==> config.mk <==
export PLATFORM = sky130hd
export DESIGN_NAME = fifo_word_packer_flat
export DESIGN_NICKNAME = d
export VERILOG_FILES = /design/src/rtl/fifo_word_packer_if.sv /design/src/rtl/fifo_word_packer.sv /design/src/flat_wrapper.sv
export SDC_FILE = /design/constraint.sdc
export NUM_CORES = 1
export LEC_CHECK = 0
export CAP_MARGIN = 20
export CELL_PAD_IN_SITES_DETAIL_PLACEMENT = 1
export CELL_PAD_IN_SITES_GLOBAL_PLACEMENT = 1
export CORE_MARGIN = 5
export CORE_UTILIZATION = 37
export DETAILED_ROUTE_END_ITERATION = 8
export PLACE_DENSITY_LB_ADDON = 0.1
export SYNTH_ARGS = -nofsm -noshare
export SYNTH_HDL_FRONTEND = slang
export SYNTH_SLANG_ARGS = --single-unit
==> constraint.sdc <==
create_clock -name clk -period 2.14 [get_ports clk]
set_input_delay 0.428 -clock clk [delete_from_list [all_inputs] [get_ports clk]]
set_output_delay 0.428 -clock clk [all_outputs]
set_load 0.02 [all_outputs]
==> src/rtl/fifo_word_packer_if.sv <==
// Interface bundling the FIFO read port and the packed-word output stream.
// master: the packer (drives fifo_rd and the word stream).
// slave:  the surrounding FIFO and consumer.
//
// Word handshake: word_out/word_bytes are valid while word_valid is high and
// stay stable until a clk edge sees word_valid && word_ready; that edge is the
// transfer. word_ready while word_valid is low does nothing.
interface fifo_word_packer_if #(
    parameter int BYTES_PER_WORD = 4
);
    localparam int BYTES_W = $clog2(BYTES_PER_WORD + 1);

    logic                          fifo_empty;
    logic                          fifo_rd;
    logic [7:0]                    fifo_data;
    logic                          flush;
    logic [8*BYTES_PER_WORD-1:0]   word_out;
    logic [BYTES_W-1:0]            word_bytes;
    logic                          word_valid;
    logic                          word_ready;

    modport master (
        input  fifo_empty,
        input  fifo_data,
        input  flush,
        input  word_ready,
        output fifo_rd,
        output word_out,
        output word_bytes,
        output word_valid
    );

    modport slave (
        output fifo_empty,
        output fifo_data,
        output flush,
        output word_ready,
        input  fifo_rd,
        input  word_out,
        input  word_bytes,
        input  word_valid
    );
endinterface

==> src/rtl/fifo_word_packer.sv <==
// fifo_word_packer: drains a byte FIFO and packs bytes little-endian into
// BYTES_PER_WORD-byte words presented on a valid/ready stream. A flush input
// emits a partially filled word. One read is in flight at a time, and reads
// stall while a finished word waits for the consumer.
//
// Optional build macro FIFO_WORD_PACKER_TIMEOUT_EN: adds an idle counter that
// auto-flushes a partial word after TIMEOUT_CYCLES empty cycles in FILL.
module fifo_word_packer #(
    parameter int BYTES_PER_WORD = 4,
    parameter int RD_LATENCY     = 1,
    parameter int TIMEOUT_CYCLES = 16
) (
    input  logic                      clk,
    input  logic                      reset,
    fifo_word_packer_if.master        bus,
    output logic [1:0]                o_dbg_state
);
    localparam int                IDX_W    = $clog2(BYTES_PER_WORD + 1);
    localparam int                WORD_W   = 8 * BYTES_PER_WORD;
    localparam logic [IDX_W-1:0]  FULL_IDX = IDX_W'(BYTES_PER_WORD);
    localparam logic [1:0]        LAT_LAST = 2'(RD_LATENCY - 1);

    typedef enum logic [1:0] {
        S_FILL = 2'd0,
        S_WAIT = 2'd1,
        S_HOLD = 2'd2
    } state_t;

    state_t              r_state;
    state_t              w_next_state;
    logic [IDX_W-1:0]    r_idx;
    logic [IDX_W-1:0]    r_bytes;
    logic [WORD_W-1:0]   r_word;
    logic [1:0]          r_lat;
    logic                r_flush_pend;

    logic                w_lat_done;
    logic                w_capture;
    logic                w_capture_to_hold;
    logic                w_handshake;
    logic                w_auto_flush;
    logic                w_fill_flush;
    logic                w_issue_rd;
    logic [IDX_W-1:0]    w_idx_inc;

    assign w_idx_inc   = r_idx + IDX_W'(1);
    assign w_lat_done  = (r_lat == LAT_LAST);
    assign w_capture   = (r_state == S_WAIT) && w_lat_done;
    assign w_handshake = (r_state == S_HOLD) && bus.word_ready;

    // A flush seen at the capture edge counts the same as one latched earlier.
    assign w_capture_to_hold = w_capture &&
                               ((w_idx_inc == FULL_IDX) || r_flush_pend || bus.flush);

    // A flush of a non-empty partial word wins over starting another read.
    assign w_fill_flush = (r_state == S_FILL) && (r_idx != '0) &&
                          (bus.flush || w_auto_flush);

    assign w_issue_rd = (r_state == S_FILL) && !w_fill_flush &&
                        (r_idx < FULL_IDX) && !bus.fifo_empty;

`ifdef FIFO_WORD_PACKER_TIMEOUT_EN
    localparam int               IDLE_W    = $clog2(TIMEOUT_CYCLES + 1);
    localparam logic [IDLE_W-1:0] IDLE_LAST = IDLE_W'(TIMEOUT_CYCLES - 1);

    logic [IDLE_W-1:0] r_idle;
    logic              w_idle_cond;

    // Idle means a partial word is parked in FILL with nothing to read.
    assign w_idle_cond  = (r_state == S_FILL) && (r_idx != '0) && bus.fifo_empty;
    // The TIMEOUT_CYCLES-th consecutive idle cycle acts as a flush.
    assign w_auto_flush = w_idle_cond && (r_idle == IDLE_LAST);

    // Idle counter: runs only while idle, restarts on anything else.
    always_ff @(posedge clk or posedge reset) begin
        if (reset) begin
            r_idle <= '0;
        end else if (!w_idle_cond || w_auto_flush) begin
            r_idle <= '0;
        end else begin
            r_idle <= r_idle + IDLE_W'(1);
        end
    end
`else
    assign w_auto_flush = 1'b0;
`endif

    // State register.
    always_ff @(posedge clk or posedge reset) begin
        if (reset) begin
            r_state <= S_FILL;
        end else begin
            r_state <= w_next_state;
        end
    end

    // Next-state logic.
    always_comb begin
        w_next_state = r_state;
        case (r_state)
            S_FILL: begin
                if (w_fill_flush) begin
                    w_next_state = S_HOLD;
                end else if (w_issue_rd) begin
                    w_next_state = S_WAIT;
                end
            end
            S_WAIT: begin
                if (w_capture_to_hold) begin
                    w_next_state = S_HOLD;
                end else if (w_capture) begin
                    w_next_state = S_FILL;
                end
            end
            S_HOLD: begin
                if (bus.word_ready) begin
                    w_next_state = S_FILL;
                end
            end
            default: begin
                w_next_state = S_FILL;
            end
        endcase
    end

    // Read-latency counter and sticky flush seen while a read is in flight.
    always_ff @(posedge clk or posedge reset) begin
        if (reset) begin
            r_lat        <= '0;
            r_flush_pend <= 1'b0;
        end else begin
            if ((r_state == S_WAIT) && !w_lat_done) begin
                r_lat <= r_lat + 2'd1;
            end else begin
                r_lat <= '0;
            end
            r_flush_pend <= (r_state == S_WAIT) && !w_lat_done &&
                            (r_flush_pend || bus.flush);
        end
    end

    // Word assembly: capture bytes into lanes, publish byte count on HOLD entry.
    always_ff @(posedge clk or posedge reset) begin
        if (reset) begin
            r_word  <= '0;
            r_idx   <= '0;
            r_bytes <= '0;
        end else if (w_handshake) begin
            r_word  <= '0;
            r_idx   <= '0;
            r_bytes <= '0;
        end else if (w_capture) begin
            for (int i = 0; i < BYTES_PER_WORD; i++) begin
                if (r_idx == IDX_W'(i)) begin
                    r_word[8*i +: 8] <= bus.fifo_data;
                end
            end
            r_idx <= w_idx_inc;
            if (w_capture_to_hold) begin
                r_bytes <= w_idx_inc;
            end
        end else if (w_fill_flush) begin
            r_bytes <= r_idx;
        end
    end

    // Reset gates the read strobe so no byte leaves the FIFO during reset.
    assign bus.fifo_rd    = w_issue_rd && !reset;
    assign bus.word_valid = (r_state == S_HOLD);
    assign bus.word_out   = r_word;
    assign bus.word_bytes = r_bytes;
    assign o_dbg_state    = r_state;

endmodule

==> src/flat_wrapper.sv <==
// flat-port wrapper written by rule: the top's interface ports become plain ports
module fifo_word_packer_flat 
#(
    parameter int BYTES_PER_WORD = 4,
    parameter int RD_LATENCY     = 1,
    parameter int TIMEOUT_CYCLES = 16
)
  (clk, reset, o_dbg_state, bus_fifo_empty, bus_fifo_data, bus_flush, bus_word_ready, bus_fifo_rd, bus_word_out, bus_word_bytes, bus_word_valid);
  fifo_word_packer_if #(.BYTES_PER_WORD(BYTES_PER_WORD)) bus_i ();
  input  logic clk;
  input  logic reset;
  output logic [1:0] o_dbg_state;
  input wire logic [$bits(bus_i.fifo_empty)-1:0] bus_fifo_empty;
  input wire logic [$bits(bus_i.fifo_data)-1:0] bus_fifo_data;
  input wire logic [$bits(bus_i.flush)-1:0] bus_flush;
  input wire logic [$bits(bus_i.word_ready)-1:0] bus_word_ready;
  output wire logic [$bits(bus_i.fifo_rd)-1:0] bus_fifo_rd;
  output wire logic [$bits(bus_i.word_out)-1:0] bus_word_out;
  output wire logic [$bits(bus_i.word_bytes)-1:0] bus_word_bytes;
  output wire logic [$bits(bus_i.word_valid)-1:0] bus_word_valid;
  assign bus_i.fifo_empty = bus_fifo_empty;
  assign bus_i.fifo_data = bus_fifo_data;
  assign bus_i.flush = bus_flush;
  assign bus_i.word_ready = bus_word_ready;
  assign bus_fifo_rd = bus_i.fifo_rd;
  assign bus_word_out = bus_i.word_out;
  assign bus_word_bytes = bus_i.word_bytes;
  assign bus_word_valid = bus_i.word_valid;
  fifo_word_packer #(.BYTES_PER_WORD(BYTES_PER_WORD), .RD_LATENCY(RD_LATENCY), .TIMEOUT_CYCLES(TIMEOUT_CYCLES)) u_core (.clk(clk), .reset(reset), .bus(bus_i), .o_dbg_state(o_dbg_state));
endmodule
==> results of run 1 <==
stage by stage:
step / setup TNS, ps / cell area [sq um] / setup WS, ps
global placement: -385 / 2700 / -385
floorplan: 0 / 2060 / 76.9
finish: 0 / 2780 / 137
detailed placement: -404 / 2700 / -404
global route: 0 / 2780 / 30.3
CTS: 0 / 2780 / 40.5
area by class of cell:
class | instances | share of cell area
flip-flops and latches | 43 | 0.388
repair buffers | 65 | 0.220
well taps | 72 | 0.0325
clock buffers | 6 | 0.0261
inverters | 11 | 0.0149
multi-input cells | 140 | 0.315
clock inverters | 2 | 0.00451
cell families (layout without fill, tap and decap cells):
logic type | Yosys count | after routing
AOI/OAI and AO/OA | 67 | 67
xor gates and xnor gates | 1 | 1
adders and majority gates | 7 | 7
buffers and inverters | 27 | 84
DFF | 43 | 43
muxes | 2 | 2
and+or+nand+nor | 63 | 63
how the worst min path moves through the flow:
| stage | slack [ps] | to | cells after the start | startpoint |
|---|---|---|---|---|
| 3_5_place_dp | 420 | u_core.r_lat[0]$_DFF_PP0_ | 1 | u_core.r_lat[0]$_DFF_PP0_ |
| 5_1_grt | 460 | u_core.r_lat[0]$_DFF_PP0_ | 1 | u_core.r_lat[0]$_DFF_PP0_ |
| 2_1_floorplan | 400 | u_core.r_lat[0]$_DFF_PP0_ | 1 | u_core.r_lat[0]$_DFF_PP0_ |
| 4_1_cts | 430 | u_core.r_lat[0]$_DFF_PP0_ | 1 | u_core.r_lat[0]$_DFF_PP0_ |
| 6_report | 420 | u_core.r_lat[0]$_DFF_PP0_ | 1 | u_core.r_lat[0]$_DFF_PP0_ |
| 3_3_place_gp | 420 | u_core.r_lat[0]$_DFF_PP0_ | 1 | u_core.r_lat[0]$_DFF_PP0_ |
routing by layer:
metal,vias up,wire [um]
li1,845,-
met1,861,2480
met2,37,2840
met3,10,220
met4,0,121
met5,-,0
cell usage after synthesis, drive strengths merged (4+ instances only):
cell type	n	share of area
a21oi	33	0.080
buf	11	0.025
clkbuf	5	0.0091
dfrtp	43	0.52
ha	7	0.042
inv	11	0.020
nand2	16	0.029
nand3	24	0.058
nor2	5	0.0091
nor2b	4	0.012
o21ai	24	0.058
report_power, final:
group	internal [mW]	total [mW]	switching, mW
Clock	0.228	0.506	0.278
Combinational	0.899	1.97	1.07
Sequential	1.09	1.24	0.154
Total	2.21	3.72	1.51
flip-flops by register name (all words and copies together), names as in the netlist:
register and cells:
u_core.bus.word_out 32, u_core.r_flush_pend 1, u_core.r_idx 3, u_core.bus.word_bytes 3
u_core.o_dbg_state 2, u_core.r_lat 2
timing repair:
action                     in CTS  in global routing
setup endpoints to repair       2                  1
setup buffers                   0                  0
pin swaps                       0                  1
gates resized for setup         6                  0
==> results.txt, run 1 <==
The run finished with clean final reports. The primary flip-flop cell chosen by synthesis mapping is sky130_fd_sc_hd__dfrtp_1. The DRC marker count from the first detailed-route iteration is 58. Of the total synthesized cell area, the portion taken by AND, OR, NAND and NOR gates is 0.172. The total of flip-flops plus latches after synthesis came out at 43.

In the synthesized netlist, the number of instances is 210. The share of cells above drive strength 1 came out at 0.116. STA classifies the critical path startpoint as a primary input. At the later pin of the worst-skew pair, clock insertion delay measures 300 ps.

The smallest hold slack came out at 423 ps. The total setup violations reported at the end of the flow is 0. Setup repair after global routing left no endpoint under its margin.

The number of cells on the worst reg-to-reg path is 6. The final layout contains routed wiring with a total length of 5660 um. The number of instances in the placed design is 331. Counting buffers and inverters, the worst setup path is 4 cells deep. The compound-cell area share of the yosys netlist is 0.190. Clock tree synthesis selected as its root buffer the cell sky130_fd_sc_hd__clkbuf_8. During synthesis, Yosys emitted a total of 0 warnings. The fraction of the mapped netlist area in adder cells came out at 0.0425.

The worst path buffer plus inverter count is 2. The clock period minus final worst setup slack came out at 2000 ps. The area added between synthesis and finish came out at 34.6%. The worst hold path class is flop to flop. TritonCTS built the clock tree. The worst setup slack for register-to-register paths is 180 ps. Entering global routing, the biggest net connects 44 pins. The number of max-capacitance violations reported came out at 0.

In this run the worst setup path begins at reset. The number of flops mapped to enable cells by yosys is 0. The placer congestion estimate came out at 0.736.

The fraction of the cycle the final worst path needs came out at 0.936. The distinct cell type count of the synthesized netlist came out at 33. The clock drives 43 sinks. The clock-pin slew on the worst setup and hold paths is 70 ps.

Total power for the finished layout comes to 3.72 mW. The number of standard-cell rows in the floorplan is 27. The total via count after detailed routing is 1,753.

The number of top-level pins is 52. The mean routed wirelength per cell came out at 16.7 um. The standby leakage power came out at 1.18 nW. The worst setup path is captured at a primary output.

The peak ir drop on the vdd network is 0.617 mV. The layer flagged by global routing as most heavily used is met2. The highest cell delay on the worst timing path came out at 410 ps. The fraction of synthesis flops using an asynchronous set or reset pin is 1.00. Between clock sinks in the finished design, the worst skew comes to 8.46 ps. For this configuration, the core starts out at a cell density of 0.377. The hold-fix buffer count after cts is 0. The count of antenna-violating nets left after detailed routing is 0. The library cell used most frequently in the layout, excluding fill and tap cells, is sky130_fd_sc_hd__clkdlybuf4s50_1.

The total congestion overflow after global routing came out at 0. The maximum count of clock buffers along a single path is 2. The share of synthesized area occupied by flip-flops and latches came out at 0.522. The post-route DRC violation count is 0.

The final max-slew violation count came out at 0. The non-filler instance count after layout came out at 339. The number of vias per cell after detailed routing is 5.17. The vertical extent of the die is 84.7 um. The met2 global-route usage is 0.288.

The core occupancy in the finished layout came out at 0.507. The total power per unit cell area is 1340 mW/mm^2. The relative max-transition margin came out at 0.628. The endpoint of the worst setup timing path is bus_fifo_rd. The multiplexer fraction of the synthesized cell area came out at 0.0146. In this run the mean area of a mapped cell was 9.82 sq um. The total area of sequential cells came out at 0.00108 sq mm. The cell area after technology mapping is 0.00206 sq mm. For the worst setup path, the data required time is 1710 ps. The worst path arrival time is 1570 ps. The post-detailed-placement half-perimeter wirelength is 3930 um. In the layout the commonest cells are 49 x sky130_fd_sc_hd__clkdlybuf4s50_1, 43 x sky130_fd_sc_hd__dfrtp_1, 33 x sky130_fd_sc_hd__a21oi_1.

The largest fanout of any net on the critical path came out at 2. The worst register-to-register path ends at u_core.bus.word_bytes[1]$_DFFE_PP0P_. The critical path's slowest cell is sky130_fd_sc_hd__clkdlybuf4s50_1.

The maximum achievable frequency came out at 499 MHz. The xor and xnor area share after synthesis came out at 0.00425. For this run, the detailed router's first-pass iteration total came to 4. For this run, global-route usage on met3 was measured as 0.0383. The critical path goes through clkdlybuf4s50_1 -> or3_1 -> a2111oi_2 -> buf_2.

The total global-route track usage came out at 0.167. The worst register-to-register path begins at u_core.r_idx[0]$_DFFE_PP0P_. The initial antenna violation count came out at 0. The area used by multi-input combinational logic is 873 sq um. In this run the tool buffered the top-level ports with 51 buffer cells.

The net count of the mapped netlist is 230. The startpoint-to-endpoint class of the critical path is primary input to primary output. TritonCTS created 5 clock buffers.

The number of global-route vias before repair is 1,864. For this run, global-route usage on met1 was measured as 0.206. The final net count is 286. Among cell families on the critical path, the largest total delay comes from buffers and inverters. The core area is 0.00547 sq mm. The floorplan step defined a die boundary enclosing 0.00717 sq mm. The first-pass GRT wire length came out at 9560 um.

The die is 84.7 um wide. The final hold violation count is 0. The slew of the pin with the lowest slew margin is 558 ps. The number of inserted filler cells in the final layout came out at 637. The number of inserted diodes is 0. The clock tree synthesis step divided the H-tree into 2 levels. After synthesis, the largest family of logic cells by area is compound AO/OA/AOI/OAI gates.
(Power assumes the default switching activity.)
==> inputs of run 2 (changes only) <==
HOLD_SLACK_MARGIN = 0.03   (was not set)
==> results of run 2 <==
The final DEF is identical to that of run 1; final timing and power are the same.
==> inputs of run 3 (changes only) <==
SKIP_CTS_REPAIR_TIMING = 1   (was not set)
==> run 3 against run 2 <==
Global-route usage unchanged. Cell count is the same. Highest routed layer unchanged. Register-to-register slack barely moved. Power is essentially flat. Flip-flop and latch count unchanged. Final area up 0.14%. Utilization grew 0.069 points. Fmax unchanged.
==> results.txt, run 3 (synthesis gave the netlist of run 1 again) <==
The flow ran to the end, and the final reports show no timing, DRC or antenna violations. The worst clock skew on the final layout is 8.51 ps (+0.0519 ps). The post-route DRC violation count was 0 (unchanged). The starting utilization of the core area came out at 0.377 (unchanged). The final hold violation count came to 0 (unchanged). The initial antenna violation count was 0 (unchanged). The met3 global-route usage came out at 0.0383 (unchanged). The clock period minus final worst setup slack is 2000 ps (unchanged). The first-pass GRT wire length is 9560 um (unchanged).

The first element of the critical path is reset. The area growth from synthesis to layout is 34.8%. The count of antenna-violating nets left after detailed routing came out at 0 (unchanged). The launching point of the worst reg2reg path is u_core.r_idx[0]$_DFFE_PP0P_. The number of inserted diodes is 0 (unchanged).

The startpoint-to-endpoint class of the critical path is primary input to primary output. The area used by multi-input combinational logic came out at 873 sq um (unchanged). The met2 global-route usage was 0.288 (unchanged). The total wire length after detailed routing was 5660 um (about the same).

The H-tree depth is 2 (unchanged). The share of cells above drive strength 1 came to 0.116 (unchanged). The relative max-transition margin came out at 0.628 (about the same).

The peak ir drop on the vdd network is 0.617 mV (about the same). The number of vias per cell after detailed routing came to 5.19 (+0.40%). The horizontal die dimension was 84.7 um (unchanged). The final max-slew violation count came to 0 (unchanged). The worst endpoint required time was 1710 ps (about the same). The number of flip-flops in the largest register came to 32 (unchanged). The worst path arrival time is 1570 ps (about the same).

The number of global-route vias before repair came out at 1,864 (unchanged). The cell area after layout is 0.00278 sq mm (+0.14%). The count of TritonRoute iterations in the first routing pass is 4 (unchanged).

The worst setup slack for register-to-register paths came out at 180 ps (about the same). The number of top-level pins came out at 52 (unchanged). The library cells used most frequently in the layout, excluding fill and tap cells, are 49 x sky130_fd_sc_hd__clkdlybuf4s50_1, 43 x sky130_fd_sc_hd__dfrtp_1, 33 x sky130_fd_sc_hd__a21oi_1. The slew of the pin with the lowest slew margin is 559 ps (+0.704 ps). The core area came to 0.00547 sq mm (unchanged). The cell at the root of the clock tree is sky130_fd_sc_hd__clkbuf_8. The area of the die is 0.00717 sq mm (unchanged). The clock-pin slew on the worst setup and hold paths is 70 ps (about the same).

The total congestion overflow after global routing is 0 (unchanged). The clock latency on the worst-skew pair is 300 ps (about the same). The most common library cell in the layout ignoring fill and taps is sky130_fd_sc_hd__clkdlybuf4s50_1. The placer congestion estimate is 0.736 (unchanged).

The met1 usage came out at 0.206 (unchanged). The total power per unit cell area came out at 1340 mW/mm^2 (about the same). The standby leakage power was 1.19 nW (+0.90%). The total area of sequential cells came out at 0.00108 sq mm (unchanged). TritonCTS built the clock tree. The maximum achievable frequency is 499 MHz (unchanged). The final worst slack is 137 ps (unchanged). The number of port buffers came out at 51 (unchanged). STA classifies the critical path startpoint as a primary input.

The maximum count of clock buffers along a single path is 2 (unchanged). The number of max-capacitance violations reported came out at 0 (unchanged). The highest cell delay on the worst timing path is 410 ps (about the same).

The vertical extent of the die is 84.7 um (unchanged). The mean routed wirelength per cell is 16.7 um (about the same). The number of inserted filler cells in the final layout is 637 (unchanged).

The number of cells on the worst reg-to-reg path came out at 6 (unchanged). The number of standard-cell rows in the floorplan came to 27 (unchanged). The total via count after detailed routing is 1,760 (+0.40%). Traced cell by cell, the critical path runs through clkdlybuf4s50_1 -> or3_1 -> a2111oi_2 -> buf_2. The final total power came out at 3.72 mW (about the same). The final net count came out at 286 (unchanged). The post-placement worst setup slack came to -404 ps (unchanged). The fraction of the cycle the final worst path needs came out at 0.936 (unchanged). The total setup violations reported at the end of the flow came out at 0 (unchanged). The pin count of the biggest net entering global routing is 44 (unchanged).

The post-detailed-placement half-perimeter wirelength was 3930 um (unchanged). The critical path's slowest cell is sky130_fd_sc_hd__clkdlybuf4s50_1. The largest fanout of any net on the critical path is 2 (unchanged). The min-delay analysis places its worst path in the category flop to flop.

The DRC marker count from the first detailed-route iteration came out at 62 (+6.9%). The routing layer with the top usage in global route is met2. The post-detailed-placement cell area is 0.00270 sq mm (unchanged). Following the worst setup path forward leads to its endpoint at bus_fifo_rd.

The total global-route track usage came out at 0.167 (unchanged). The TritonCTS buffer count came out at 5 (unchanged). The number of sinks handled by clock tree synthesis is 43 (unchanged). The worst setup path is captured at a primary output. The worst register-to-register path ends at u_core.bus.word_bytes[1]$_DFFE_PP0P_.

Setup repair after global routing left no endpoint under its margin.
==> run 3: per-stage QoR <==
stage	hold slack [ps]	util	std cells	TNS, ps
6_report	423	0.508	339	0
3_3_place_gp	416	0.493	331	-385
5_1_grt	462	0.508	339	0
4_1_cts	431	0.508	339	-418
2_1_floorplan	403	-	210	0
3_5_place_dp	420	0.493	331	-404
==> run 3: area by class of cell <==
type,instances,area share
clock inverters,2,0.00450
well taps,72,0.0324
flip-flops and latches,43,0.387
clock buffers,6,0.0261
inverters,11,0.0149
repair buffers,65,0.221
multi-input cells,140,0.314
==> run 3: report_power, final <==
part	internal [mW]	switching, mW
Sequential	1.09	0.154
Clock	0.228	0.278
Combinational	0.903	1.07
Total	2.22	1.50
==> run 3: critical path: cells and delay by family <==
kind,cells,cell delay [ps]
buffers and inverters,2,630
AND/OR/NAND/NOR,1,320
AO/OA/AOI/OAI,1,200
==> run 3: routing by layer <==
layer,up-vias,share of wire
li1,846,-
met2,37,0.50
met4,0,0.021
met5,-,0
met1,867,0.43
met3,10,0.039
==> run 3: how the worst min path moves through the flow <==
| stage | start | end | slack [ps] | depth (start not counted) |
|---|---|---|---|---|
| after global placement | u_core.r_lat[0]$_DFF_PP0_ | u_core.r_lat[0]$_DFF_PP0_ | 420 | 1 |
| after detailed placement | u_core.r_lat[0]$_DFF_PP0_ | u_core.r_lat[0]$_DFF_PP0_ | 420 | 1 |
| final | u_core.r_lat[0]$_DFF_PP0_ | u_core.r_lat[0]$_DFF_PP0_ | 420 | 1 |
| after CTS | u_core.r_lat[0]$_DFF_PP0_ | u_core.r_lat[0]$_DFF_PP0_ | 430 | 1 |
| after floorplan | u_core.r_lat[0]$_DFF_PP0_ | u_core.r_lat[0]$_DFF_PP0_ | 400 | 1 |
| after global routing | u_core.r_lat[0]$_DFF_PP0_ | u_core.r_lat[0]$_DFF_PP0_ | 460 | 1 |
